**config.mk**
```make
export PLATFORM = sky130hd
export DESIGN_NAME = lsu
export DESIGN_NICKNAME = d
export VERILOG_FILES = /design/src/rtl/lsu.sv
export SDC_FILE = /design/constraint.sdc
export NUM_CORES = 1
export LEC_CHECK = 0
export CAP_MARGIN = 0
export CORE_AREA = 5 5 121 123
export DETAILED_ROUTE_END_ITERATION = 8
export DIE_AREA = 0 0 126 128
export PLACE_DENSITY = 0.74
export SYNTH_ARGS = -nofsm -noshare
export SYNTH_HDL_FRONTEND = slang
export SYNTH_SLANG_ARGS = --single-unit
```
**constraint.sdc**
```tcl
create_clock -name clk -period 1.65 [get_ports clk]
set_input_delay 0.165 -clock clk [delete_from_list [all_inputs] [get_ports clk]]
set_output_delay 0.165 -clock clk [all_outputs]
set_load 0.02 [all_outputs]
```
**src/rtl/lsu.sv**
```systemverilog
// Load/store unit between a request port and a single-port-style data memory with byte enables.
// Optional build macro LSU_MISALIGN_TRAP_EN: misaligned accesses complete with rsp_err instead of being aligned down.
module lsu (
  input  logic        clk,
  input  logic        rst,
  input  logic        req_valid,
  output logic        req_ready,
  input  logic        req_we,
  input  logic [31:0] req_addr,
  input  logic [1:0]  req_size,
  input  logic        req_unsigned,
  input  logic [31:0] req_wdata,
  output logic        rsp_valid,
  output logic [31:0] rsp_rdata,
  output logic        rsp_err,
  output logic [14:0] mem_rdaddress,
  output logic [14:0] mem_wraddress,
  output logic        mem_wren,
  output logic [3:0]  mem_byteena,
  output logic [31:0] mem_data,
  input  logic [31:0] mem_q
);

  typedef enum logic [2:0] {
    IDLE    = 3'd0,
    ST      = 3'd1,
    LD_ADDR = 3'd2,
`ifdef LSU_MISALIGN_TRAP_EN
    LD_DATA = 3'd3,
    ERR     = 3'd4
`else
    LD_DATA = 3'd3
`endif
  } state_t;

  state_t      state_reg, state_next;
  logic [1:0]  size_reg;
  logic [1:0]  off_reg;
  logic        unsigned_reg;
  logic [3:0]  be_reg;
  logic [31:0] wdata_reg;
  logic [14:0] wraddr_reg;
  logic [14:0] rdaddr_reg;

  logic        accept;
  logic        req_bad;
  logic [1:0]  req_off;
  logic [1:0]  eff_size;
  logic [1:0]  eff_off;
  logic [3:0]  lane_en;
  logic [31:0] lane_data;
  logic [31:0] load_shift;
  logic [31:0] load_data;
  logic        unused_addr;

  assign unused_addr = ^req_addr[31:17];
  assign req_off     = req_addr[1:0];
  assign req_ready   = (state_reg == IDLE);
  assign accept      = req_valid && req_ready;

`ifdef LSU_MISALIGN_TRAP_EN
  assign eff_size = req_size;
  assign eff_off  = req_off;
  assign req_bad  = (req_size == 2'b11) ||
                    ((req_size == 2'b01) && req_off[0]) ||
                    ((req_size == 2'b10) && (req_off != 2'b00));
`else
  // Misaligned requests are silently aligned down; size 11 behaves as a word.
  assign eff_size = (req_size == 2'b11) ? 2'b10 : req_size;
  assign eff_off  = (req_size == 2'b00) ? req_off :
                    (req_size == 2'b01) ? {req_off[1], 1'b0} : 2'b00;
  assign req_bad  = 1'b0;
`endif

  // Per-lane store enable and data: narrow stores are replicated across the word.
  genvar gi;
  generate
    for (gi = 0; gi < 4; gi++) begin : g_lane
      localparam logic [1:0] LANE = 2'(gi);
      assign lane_en[gi] = (eff_size == 2'b00) ? (eff_off == LANE) :
                           (eff_size == 2'b01) ? (eff_off[1] == LANE[1]) : 1'b1;
      assign lane_data[8*gi +: 8] = (eff_size == 2'b00) ? req_wdata[7:0] :
                                    (eff_size == 2'b01) ? req_wdata[8*(gi%2) +: 8] :
                                                          req_wdata[8*gi +: 8];
    end
  endgenerate

  always_ff @(posedge clk) begin
    if (!rst) begin
      state_reg    <= IDLE;
      size_reg     <= 2'b00;
      off_reg      <= 2'b00;
      unsigned_reg <= 1'b0;
      be_reg       <= 4'b0000;
      wdata_reg    <= 32'h0;
      wraddr_reg   <= 15'h0;
      rdaddr_reg   <= 15'h0;
    end else begin
      state_reg <= state_next;
      if (accept) begin
        size_reg     <= eff_size;
        off_reg      <= eff_off;
        unsigned_reg <= req_unsigned;
        if (req_we) begin
          be_reg     <= lane_en;
          wdata_reg  <= lane_data;
          wraddr_reg <= req_addr[16:2];
        end else if (!req_bad) begin
          // Read address only moves for a load that really issues.
          rdaddr_reg <= req_addr[16:2];
        end
      end
    end
  end

  always_comb begin
    state_next = state_reg;
    case (state_reg)
      IDLE: begin
        if (accept) begin
`ifdef LSU_MISALIGN_TRAP_EN
          if (req_bad)     state_next = ERR;
          else if (req_we) state_next = ST;
          else             state_next = LD_ADDR;
`else
          state_next = req_we ? ST : LD_ADDR;
`endif
        end
      end
      ST:      state_next = IDLE;
      LD_ADDR: state_next = LD_DATA;
      LD_DATA: state_next = IDLE;
`ifdef LSU_MISALIGN_TRAP_EN
      ERR:     state_next = IDLE;
`endif
      default: state_next = IDLE;
    endcase
  end

  assign load_shift = mem_q >> {off_reg, 3'b000};

  always_comb begin
    load_data = load_shift;
    case (size_reg)
      2'b00:   load_data = unsigned_reg ? {24'h0, load_shift[7:0]}
                                        : {{24{load_shift[7]}}, load_shift[7:0]};
      2'b01:   load_data = unsigned_reg ? {16'h0, load_shift[15:0]}
                                        : {{16{load_shift[15]}}, load_shift[15:0]};
      default: load_data = load_shift;
    endcase
  end

  // Responses and write strobe are qualified by rst so an access caught by reset leaves no trace.
  always_comb begin
    rsp_valid   = 1'b0;
    rsp_err     = 1'b0;
    rsp_rdata   = 32'h0;
    mem_wren    = 1'b0;
    mem_byteena = 4'b0000;
    if (rst) begin
      case (state_reg)
        ST: begin
          mem_wren    = 1'b1;
          mem_byteena = be_reg;
          rsp_valid   = 1'b1;
        end
        LD_DATA: begin
          rsp_valid = 1'b1;
          rsp_rdata = load_data;
        end
`ifdef LSU_MISALIGN_TRAP_EN
        ERR: begin
          rsp_valid = 1'b1;
          rsp_err   = 1'b1;
        end
`endif
        default: ;
      endcase
    end
  end

  assign mem_rdaddress = rdaddr_reg;
  assign mem_wraddress = wraddr_reg;
  assign mem_data      = wdata_reg;

endmodule

```
* Word-level counts from Yosys, hierarchy flattened *
Cells that the tools add are included.

operators by class
  eq/ne operators = 11
  shift operators = 1
  multiplexer cells = 28
  bitwise operators = 2
  reductions and logical operators = 9

operator list
  operator                                        number
  two-way mux 32 bit                              4
  one-hot mux 32 bit (2 select lines)             1
  two-way mux 8 bit                               5
  right shift 32 x 5 -> 32 bit                    1
  two-way mux 1 bit                               10
  == test 2 x 1 -> 1 bit (second input constant)  4
  logical NOT 2 bit                               4
  two-way mux 2 bit                               4
  two-way mux 4 bit                               2
  == test 2 bit (second input constant)           3
  == test 3 x 2 -> 1 bit (second input constant)  2
  one-hot mux 3 bit (2 select lines)              1
  AND reduction 2 bit                             2
  == test 3 x 1 -> 1 bit (second input constant)  1
  logical NOT 3 bit                               1
  two-way mux 3 bit                               1
  != test 2 x 1 -> 1 bit (second input constant)  1
  inverter 1 bit                                  2
  OR reduction 2 bit                              1
  logical AND 1 bit                               1

word-level totals
  register bits after elaboration = 74
  bits of input ports = 103
  output and inout bits = 102
  word-level logic and storage cells = 59

* Logic depth before layout (Yosys ltp) *
  depth in word-level cells = 6
  depth in mapped cells = 6
  depth with buffers taken out = 3

* Worst setup path after synthesis *
OpenSTA, ideal clock, no wires.

  kind = register to output
  start = register state_reg[0]
  end = output rsp_rdata[0]
  data arrival time = 1.652 ns
  required time = 1.485 ns
  setup slack = -0.167 ns
  stages on the path, launching flop included = 6
  path buffers = 2
  cells stage by stage = dfxtp_1 buf_2 and2_1 nand2_1 clkbuf_1 a211oi_1

on the way
  longest elaborated chain between the ends = 3

ends and longest elaborated chain
  what                    RTL line  RTL
  start, declared         36        state_t state_reg, state_next;
  start signal, assigned  99        state_reg <= state_next;
  == test 3 x 2 -> 1 bit  161       case (state_reg)
  two-way mux 32 bit      161
  two-way mux 32 bit      160       if (rst) begin
  end, declared           14        output logic [31:0] rsp_rdata,

No other way between the ends.

* Worst setup path in the final report *
  start = register off_reg[1]
  end = output rsp_rdata[22]

on the way
  longest elaborated chain between the ends = 5
  elaborated cells between the ends (all ways) = 6
  those cells by class = 1 x shift; 5 x mux

ends and longest elaborated chain
  what                                     RTL line  RTL
  start, declared                          38        logic [1:0] off_reg;
  start signal, assigned                   102       off_reg <= eff_off;
  right shift 32 x 5 -> 32 bit (*)         140       assign load_shift = mem_q >> {off_reg, 3'b000};
  two-way mux 32 bit (on tied branches)    147, 145
  one-hot mux 32 bit (2 select lines) (*)  144       case (size_reg)
  two-way mux 32 bit (*)                   161
  two-way mux 32 bit (*)                   160

Every way passes the cells marked *; elsewhere a longest branch is shown, timed or not.

==> flow_summary.yaml <==
detailed_routing:
  wl_per_cell_um: 15.8
  num_vias: 4309
  drt_iter0_drc: 180
  drc: 0
  routed_via_density: 4.79
  drt-pass1-iter-count: 4
  routed_wl_um: 14200
  ant_nets: 0
logic_synthesis:
  synth-seq-cells: 73
  syn-num-nets: 580
  syn_area_per_cell_um2: 8.01
  yosysWarnings: 0
  synth_cells: 477
  synth_cell_types: 40
  netlist_area_mm2: 0.00382
  synth-seq-area-share: 0.382
sta:
  holdWs_ps: 407
  hold_viol_final: 0
  tns_ps: -10970
  final.setup_skew_ps: 3.63
  timing.fmax_ghz: 0.472
  timing.final.crit_share: 1.28
  final-setup-viol-count: 32
  final.setup.worst_slack_ps: -470
  rsz0062_at_grt: "yes"
  layout_min_cycle_time_ps: 2120
  slew_viol_final: 0
global_route:
  antenna_found_initial: 1
  track_usage: 0.169
  grt_max_degree: 57
  overflow: 0
  grt_pass1_vias: 4238
  grt_pass1_wl_um: 22100
finish:
  stdcell_count: 899
  largest_register_ff_count: 32
  area_delta_synth_final_pct: 80.9
  fin_nets: 816
  drive_gt1_frac: 0.273
  design_area_mm2: 0.00691
clock_network:
  insertion_delay_ps: 330
  clock-root-buffer: "clkbuf_16"
  max-clock-path-buffers: 2
  cts.sinks: 73
  clk_pin_slew_ps: 60
  ctsHoldBuffers: 0
  htreeDepth: 3
  cts_made_buffers: 9
  tritoncts: "built"
die:
  dieArea_mm2: 0.0161
  placementRows: 43
  core_mm2: 0.0136
  start_util: 0.282
  die_h_um: 128
  die_w_um: 126
  num_io_pins: 205
pwr:
  p_comb_frac: 0.244
  swShare: 0.268
  leakage_nw: 2.62
  p_sw_mw: 1.42
  seqPwrFrac: 0.362
  finalPower_mw: 5.31
  internal_power_mw: 3.89
  ir_drop_v: 0.000422
  p_per_area_mw_per_mm2: 767
  clkPwrFrac: 0.394
worst_setup_path:
  start_kind: "flop"
  path_max_fanout: 5
  arrival_ps: 1950
  regToRegStartpoint: "state_reg[1]$_SDFFE_PN0P_"
  worstSetupEndpointType: "output pin"
  crit_chain: "mux4_2 > o22ai_4 > buf_6 > clkbuf_16 > o21ai_2 > buf_6"
  reg2reg_depth: 5
  r2r_end: "mem_rdaddress[7]$_SDFFE_PN0P_"
  crit_required_ps: 1480
  path_class: "reg2out"
  cpMaxStageDelayCell: "mux4_2"
  crit_top_cell: "buf_6"
  cp_slowest_stage_delay_ps: 540
  worst-r2r-setup-slack_ps: 160
min_path:
  hp-class: "in2reg"
  min_from: "req_addr[11]"
  whs_path_depth: 3
  holdPathEnd: "mem_wraddress[9]$_SDFFE_PN0P_"
run_status:
  violations: "setup timing"
  outcome: "finished, violations left"
placed_design:
  place_inst: 867
  port_buffers: 188
  post-dp-hpwl_um: 10500
  post_dp_cell_area_mm2: 0.00634
  gp_congestion: 0.850
job:
  maxCapViolCount: 0
==> synthesized netlist by cell type, drive strengths merged <==
cell type / count / area share
a211o: 1 / 0.0023
a211oi: 16 / 0.031
a21boi: 1 / 0.0029
a21oi: 52 / 0.068
a221oi: 8 / 0.018
a311oi: 8 / 0.018
and2: 6 / 0.0098
and2b: 1 / 0.0020
and3: 1 / 0.0016
and4bb: 1 / 0.0033
buf: 25 / 0.041
clkbuf: 18 / 0.018
conb: 1 / 0.00098
dfxtp: 73 / 0.38
inv: 4 / 0.0039
mux2: 24 / 0.071
mux2i: 18 / 0.047
mux4: 1 / 0.0059
nand2: 96 / 0.094
nand2b: 13 / 0.021
nand3: 17 / 0.022
nand3b: 1 / 0.0020
nand4bb: 1 / 0.0029
nor2: 34 / 0.033
nor2b: 4 / 0.0065
nor3: 12 / 0.016
nor3b: 2 / 0.0065
nor4b: 1 / 0.0062
o211ai: 9 / 0.018
o21a: 1 / 0.0020
o21ai: 24 / 0.032
o22ai: 1 / 0.0052
or3: 1 / 0.0016
or4b: 1 / 0.0026
==> per-layer routing <==
layer,vias to the layer above,track usage,share of wire
li1,2151,-,-
met1,1996,0.200,0.41
met2,138,0.287,0.49
met3,24,0.0567,0.085
met4,0,0.0587,0.016
met5,-,0,0
==> how the worst max path moves through the flow <==
stage	from	end	slack (ps)	depth (start not counted)
2_1_floorplan	state_reg[0]$_SDFFE_PN0P_	rsp_rdata[0]	-170	5
3_3_place_gp	mem_q[31]	rsp_rdata[17]	-690	6
3_5_place_dp	mem_q[31]	rsp_rdata[21]	-710	6
4_1_cts	off_reg[1]$_SDFFE_PN0P_	rsp_rdata[26]	-480	6
5_1_grt	off_reg[1]$_SDFFE_PN0P_	rsp_rdata[24]	-520	6
6_report	off_reg[1]$_SDFFE_PN0P_	rsp_rdata[22]	-470	6
==> power by group through the flow <==
stage | combinational, mW | clock, mW | sequential [mW]
2_1_floorplan | 0.454 | 0 | 2.06
3_3_place_gp | 1.22 | 0 | 1.95
3_5_place_dp | 1.22 | 0 | 1.96
4_1_cts | 1.26 | 2.15 | 1.92
5_1_grt | 1.40 | 2.24 | 1.93
6_report | 1.30 | 2.09 | 1.92
==> cell usage in the layout (no fill, tap or decap), drive strengths merged, types with 17 or more instances in the layout <==
cell type,n
nand2,96
a21oi,52
mux2,24
o21ai,24
buf,111
nand3,17
clkdlybuf4s50,148
dfxtp,73
nor2,34
mux2i,18
==> final cells by class <==
class                      instances  area [um2]
multi-input combinational        357        2280
sequential                        73        1470
clock inverter                     6        92.6
clock buffer                      10         229
tap                              180         225
timing repair buffer             268        2600
fill                            1275        6640
inverter                           4        15.0
antenna                            1        2.50
==> critical path: cells and delay by family (launching register included) <==
family | cells | cell delay, ps
multiplexers | 1 | 540
flip-flops | 1 | 340
AO/OA/AOI/OAI | 2 | 300
buffers and inverters | 3 | 440
==> kinds of logic after synthesis <==
kind of cell    share of synthesized area
flops                               0.382
simple gates                        0.232
buf+inv                            0.0622
mux                                 0.124
other cells                      0.000981
compound gates                      0.199
==> stage by stage <==
step | setup WS [ps] | utilization
finish | -470 | 0.510
floorplan | -166 | -
CTS | -478 | 0.495
global placement | -686 | 0.467
detailed placement | -709 | 0.467
global route | -522 | 0.510
==> repair_timing <==
item / in CTS / in global routing
buffers inserted: 11 / 8
pin swaps: 7 / 6
endpoints found under the setup margin: 39 / 32
gates resized for setup: 211 / 50
hold endpoints to repair: 0 / 0
gates cloned: 0 / 1
No activity file was read; power rests on OpenSTA's default activity.
